[src/rtl/piso_serializer.sv]
// -----------------------------------------------------------------------------
// piso_serializer
//
// Parallel-in serial-out transmitter. A WIDTH-bit word is accepted over a
// valid/ready handshake and shifted out one bit per clock. Bit order is set by
// MSB_FIRST. The next word can be accepted during the last-bit cycle, so words
// stream back to back with no idle gap.
//
// Parameters:
//   WIDTH      word width in bits (2..32)
//   MSB_FIRST  1 = bit WIDTH-1 first, 0 = bit 0 first
//
// Ports:
//   clk           clock, rising edge
//   reset         asynchronous, active-high reset
//   load_valid    load_data is valid this cycle
//   load_data     word to serialize
//   load_ready    a word can be accepted this cycle
//   serial_out    current serial bit (0 when idle)
//   serial_valid  serial_out carries a data bit
//   serial_last   current bit is the final bit of the word
//   busy          word in flight (same as serial_valid)
//
// State table:
//   state | meaning
//   IDLE  | no word in flight, ready to accept
//   SHIFT | driving a word; counter = bits remaining after the current one
// -----------------------------------------------------------------------------
module piso_serializer #(
  parameter int WIDTH     = 4,
  parameter bit MSB_FIRST = 1'b1
) (
  input  logic             clk,
  input  logic             reset,
  input  logic             load_valid,
  input  logic [WIDTH-1:0] load_data,
  output logic             load_ready,
  output logic             serial_out,
  output logic             serial_valid,
  output logic             serial_last,
  output logic             busy
);

  localparam int CW = ($clog2(WIDTH) < 1) ? 1 : $clog2(WIDTH);
  localparam logic [CW-1:0] CNT_MAX = CW'(WIDTH - 1);

  typedef enum logic {
    IDLE  = 1'b0,
    SHIFT = 1'b1
  } state_t;

  state_t           state_q, state_d;
  logic [WIDTH-1:0] shreg_q, shreg_d;
  logic [CW-1:0]    cnt_q, cnt_d;

  logic in_shift;
  logic cnt_zero;
  logic accept;

  assign in_shift = (state_q == SHIFT);
  assign cnt_zero = (cnt_q == '0);

  // Ready in IDLE and during the final bit so the next word follows directly.
  assign load_ready = !in_shift || cnt_zero;
  assign accept     = load_valid && load_ready;

  always_ff @(posedge clk or posedge reset) begin
    if (reset) begin
      state_q <= IDLE;
      shreg_q <= '0;
      cnt_q   <= '0;
    end else begin
      state_q <= state_d;
      shreg_q <= shreg_d;
      cnt_q   <= cnt_d;
    end
  end

  always_comb begin
    state_d = state_q;
    shreg_d = shreg_q;
    cnt_d   = cnt_q;
    case (state_q)
      IDLE: begin
        if (accept) begin
          state_d = SHIFT;
          shreg_d = load_data;
          cnt_d   = CNT_MAX;
        end
      end
      SHIFT: begin
        if (!cnt_zero) begin
          if (MSB_FIRST) begin
            shreg_d = {shreg_q[WIDTH-2:0], 1'b0};
          end else begin
            shreg_d = {1'b0, shreg_q[WIDTH-1:1]};
          end
          cnt_d = cnt_q - 1'b1;
        end else if (load_valid) begin
          // Last bit with a new word waiting: reload, stay in SHIFT.
          shreg_d = load_data;
          cnt_d   = CNT_MAX;
        end else begin
          state_d = IDLE;
          shreg_d = '0;
        end
      end
      default: begin
        state_d = IDLE;
        shreg_d = '0;
        cnt_d   = '0;
      end
    endcase
  end

  logic tx_bit;
  assign tx_bit = MSB_FIRST ? shreg_q[WIDTH-1] : shreg_q[0];

  // Outputs are derived from registers only, so reset clears them immediately.
  assign serial_out   = in_shift && tx_bit;
  assign serial_valid = in_shift;
  assign serial_last  = in_shift && cnt_zero;
  assign busy         = in_shift;

endmodule

[config.mk]
export PLATFORM = sky130hd
export DESIGN_NAME = piso_serializer
export DESIGN_NICKNAME = d
export VERILOG_FILES = /design/src/rtl/piso_serializer.sv
export SDC_FILE = /design/constraint.sdc
export NUM_CORES = 1
export LEC_CHECK = 0
export BUFFER_PORTS_ARGS = -buffer_cell sky130_fd_sc_hd__buf_2
export CAP_MARGIN = 0
export CORE_AREA = 3 3 40 42
export CTS_BUF_LIST = sky130_fd_sc_hd__clkbuf_8
export DETAILED_ROUTE_END_ITERATION = 10
export DIE_AREA = 0 0 43 45
export HOLD_SLACK_MARGIN = 0.03
export PLACE_DENSITY = 0.55
export SYNTH_ARGS = -nofsm -noshare
export SYNTH_HDL_FRONTEND = slang
export SYNTH_SLANG_ARGS = --single-unit
[constraint.sdc]
create_clock -name clk -period 1.9 [get_ports clk]
set_input_delay 0.38 -clock clk [delete_from_list [all_inputs] [get_ports clk]]
set_output_delay 0.38 -clock clk [all_outputs]
set_load 0.03 [all_outputs]
# Yosys cells after proc, flatten, opt, wreduce, memory -nomap -nowiden
# Index checks and enable logic that the tools add are counted.
[word_totals] reg_bits=7 input_bits=7 output_inout_bits=5 wordCells=26
[classes] n_addsub=1 eq_ne=2 n_mux=12 bitwise=1 reduce_logical=7
[op_table] cell="4-bit 2-to-1 mux" count=3
[op_table] cell="4-bit one-hot mux with 2 select lines" count=1
[op_table] cell="2-bit 2-to-1 mux" count=3
[op_table] cell="2-bit one-hot mux with 2 select lines" count=1
[op_table] cell="1-bit logical AND" count=3
[op_table] cell="1-bit 2-to-1 mux" count=3
[op_table] cell="3-bit != test, second input constant" count=1
[op_table] cell="2-bit logical NOT" count=1
[op_table] cell="2-bit != test, second input constant" count=1
[op_table] cell="1-bit one-hot mux with 2 select lines" count=1
[op_table] cell="2-bit AND reduction" count=1
[op_table] cell="2-bit by 1-bit subtractor with 2-bit output, second input constant" count=1
[op_table] cell="1-bit logical NOT" count=1
[op_table] cell="1-bit logical OR" count=1
[op_table] cell="1-bit inverter" count=1

# Depth between registers and ports, before layout
[logic_depth] ltp_word=5 depth_mapped=5

# Worst setup path after synthesis
# OpenSTA, ideal clock, no wires.
[synth_timing] kind="register to output" start="reg state_q (netlist: busy)" end="out load_ready" arrival_ns=0.990 setup_slack_ns=0.530 stages_incl_launch_ff=3 n_path_buf=0 path_cell_list="dfrtp_1 -> and2b_1 -> inv_1"
[synth_between] elab_chain_cells=2
[synth_lines] element="start, declared" line_no="52" source="state_t state_q, state_d;"
[synth_lines] element="start signal, assigned" line_no="73" source="state_q <= state_d;"
[synth_lines] element="1-bit logical NOT" line_no="64" source="assign load_ready = !in_shift || cnt_zero;"
[synth_lines] element="1-bit logical OR" line_no="64"
[synth_lines] element="end, declared" line_no="37" source="output logic load_ready,"
# No other way between the ends.

# Worst setup path after layout
[layout_timing] start="reg cnt_q[0]" end="out serial_last"
[layout_between] elab_chain_cells=2
[layout_lines] element="start, declared" line_no="54" source="logic [CW-1:0] cnt_q, cnt_d;"
[layout_lines] element="start signal, assigned" line_no="75" source="cnt_q <= cnt_d;"
[layout_lines] element="2-bit logical NOT" line_no="61" source="assign cnt_zero = (cnt_q == '0);"
[layout_lines] element="1-bit logical AND" line_no="122" source="assign serial_last = in_shift && cnt_zero;"
[layout_lines] element="end, declared" line_no="40" source="output logic serial_last,"
# No other way between the ends.

==> qor.csv <==
metric,value,unit
fin_cells,65,
core-area,1285,um2
crit_type,register to output port,
detail-route-antenna-nets,0,
routed_via_density,4.908,
ys_seq_elements,7,
htreeDepth,1,
start_util,0.3057,
p_per_area,1658,nW/um2
grt_setup_unrepaired,false,
vias,319,
antenna_cells,0,
finalCriticalPeriod,1.756,ns
maxSlewHeadroom,0.8084,
skew,0.002432,ns
fmax,0.5695,GHz
crit_fanout,6,
startpoint_type,register,
setup_tns,0,ns
status,completed,
ys_types,16,
cts_buffers,3,
syn2layout_area_growth,26.43,%
antenna_found_initial,0,
finalHoldViolations,0,
nFillCells,126,
cts_tree,built,
cp.required,1.52,ns
wl_per_cell,11.75,um
power_leakage,0.2586,nW
avgSynthCellArea,10.62,um2
globalplace.congestion,0.6531,
fin_crit_sh,0.9242,
layout.nets,60,
cts.sinks,7,
grt_pass1_vias,285,
synthCells,37,
clk_path_buf_depth,2,
cap_violations,0,
ir_drop,0.0007451,V
end_kind,output port,
p_total,0.8236,mW
routed_wirelength,764,um
arrival,1.38,ns
dp_hpwl,565.5,um
dieArea,1935,um2
num_rows,13,
syn_nets,46,
seq_area_frac_synth,0.4459,
grt_max_degree,13,
root_buffer,clkbuf_8,
ctsResizeCount,0,
ioPinCount,12,
postLayoutCoreUtil,0.3866,
finalSetupViolations,0,
worstSkewPairLatency,0.23,ns
grt_pass1_wl,1255,um
drive_above_1_share,0.3600,
ff_latch_area,175.2,um2
overflow,0,
worst_pin_slew,0.2873,ns
slew_violations,0,
cts_hold_buf,0,
die_y,45,um
cts.clk_slew.worst_paths,0.04,ns
yosysWarnings,0,
hold_path_class,input pin to asynchronous set/reset pin,
drc,0,
drt-initial-drc-count,5,
die_w,43,um
postCtsSetupBuffers,0,
placed_cells,61,
firstDrtPassIters,2,
multi_input_area,187.7,um2
io_buffers,11,
mappedNetlistArea,392.9,um2
grtUsageTotal,0.09420,
placed cells by master, fill, tap and decap left out:
| cell | Yosys | layout |
|---|---|---|
| o21ai_0 | 1 | 1 |
| or2_2 | 1 | 1 |
| mux2i_1 | 4 | 4 |
| buf_2 | 0 | 11 |
| a31oi_1 | 2 | 2 |
| clkbuf_8 | 0 | 3 |
| ha_1 | 2 | 2 |
| nor2b_4 | 1 | 1 |
| inv_1 | 4 | 5 |
| dfrtp_1 | 7 | 7 |
| nand2b_1 | 1 | 1 |
| and2_2 | 2 | 2 |
| and2b_1 | 1 | 1 |
| nand3_1 | 1 | 1 |
| a32oi_1 | 3 | 3 |
| o21ai_1 | 3 | 3 |
| nor3_1 | 2 | 2 |
layer usage:
metal | up-vias | track usage | share of wire
met5 | - | 0 | 0
met4 | 0 | 0.07229 | 0.030
met3 | 5 | 0.04781 | 0.088
met2 | 12 | 0.1078 | 0.41
met1 | 144 | 0.1290 | 0.48
li1 | 158 | - | -
cell families (layout without fill, tap and decap cells):
kind of cell,count (synthesis),after routing,synth area share
simple gates,9,9,0.1624
buf+inv,6,19,0.07641
flops,7,7,0.4459
mux,4,4,0.1019
compound gates,9,9,0.1497
fa+ha+maj,2,2,0.06368
final cells by class:
cell class | count | area share
Multi-Input combinational cell | 24 | 0.3778
Sequential cell | 7 | 0.3526
Clock inverter | 1 | 0.007557
Tap cell | 15 | 0.03778
Clock buffer | 3 | 0.08312
Inverter | 4 | 0.03023
Timing Repair Buffer | 11 | 0.1108
critical path: stages, from the launching register on:
cell	delay, ns
dfrtp_1	0.38
inv_1	0.08
ha_1	0.31
and2_2	0.19
buf_2	0.18
synth_stat cells:
cell type	number	area, um2
and2b_1	1	7.510
mux2i_1	4	40.04
nand3_1	1	5.000
and2_2	2	15.01
or2_2	1	6.260
nor2b_4	1	13.76
dfrtp_1	7	175.2
inv_1	4	15.01
o21ai_0	1	5.000
a31oi_1	2	12.51
ha_1	2	25.02
nor3_1	2	10.01
o21ai_1	3	15.01
buf_4	2	15.01
a32oi_1	3	26.28
nand2b_1	1	6.260
registers in the layout, indices dropped and copies added (netlist names):
signal / count
busy: 1
cnt_q: 2
shreg_q: 4
power breakdown:
part           switching, mW  internal, mW  total [mW]
registers             0.0446         0.208       0.253
logic                  0.224         0.142       0.367
clock network         0.0643         0.140       0.204
path summary, 6_finish.rpt:
kind	depth (start not counted)	slack [ns]	startpoint	end
max	4	0.14	cnt_q[0]	serial_last
max in group asynchronous	2	1.60	reset	shreg_q[1]
min	2	0.08	reset	cnt_q[1]
min in group clk	3	0.42	load_data[0]	shreg_q[0]
max reg2reg	4	0.64	cnt_q[0]	busy
min reg2reg	1	0.49	cnt_q[0]	cnt_q[0]
metrics by stage:
| stage | area (um2) | hold slack, ns | setup WS [ns] |
|---|---|---|---|
| 2_1_floorplan | 392.9 | 0.1834 | 0.5304 |
| 3_3_place_gp | 451.7 | 0.3262 | 0.4059 |
| 3_5_place_dp | 451.7 | 0.3272 | 0.3828 |
| 4_1_cts | 496.7 | 0.08600 | 0.1400 |
| 5_1_grt | 496.7 | 0.1075 | 0.06619 |
| 6_report | 496.7 | 0.07744 | 0.1440 |
(Power assumes the default switching activity.)
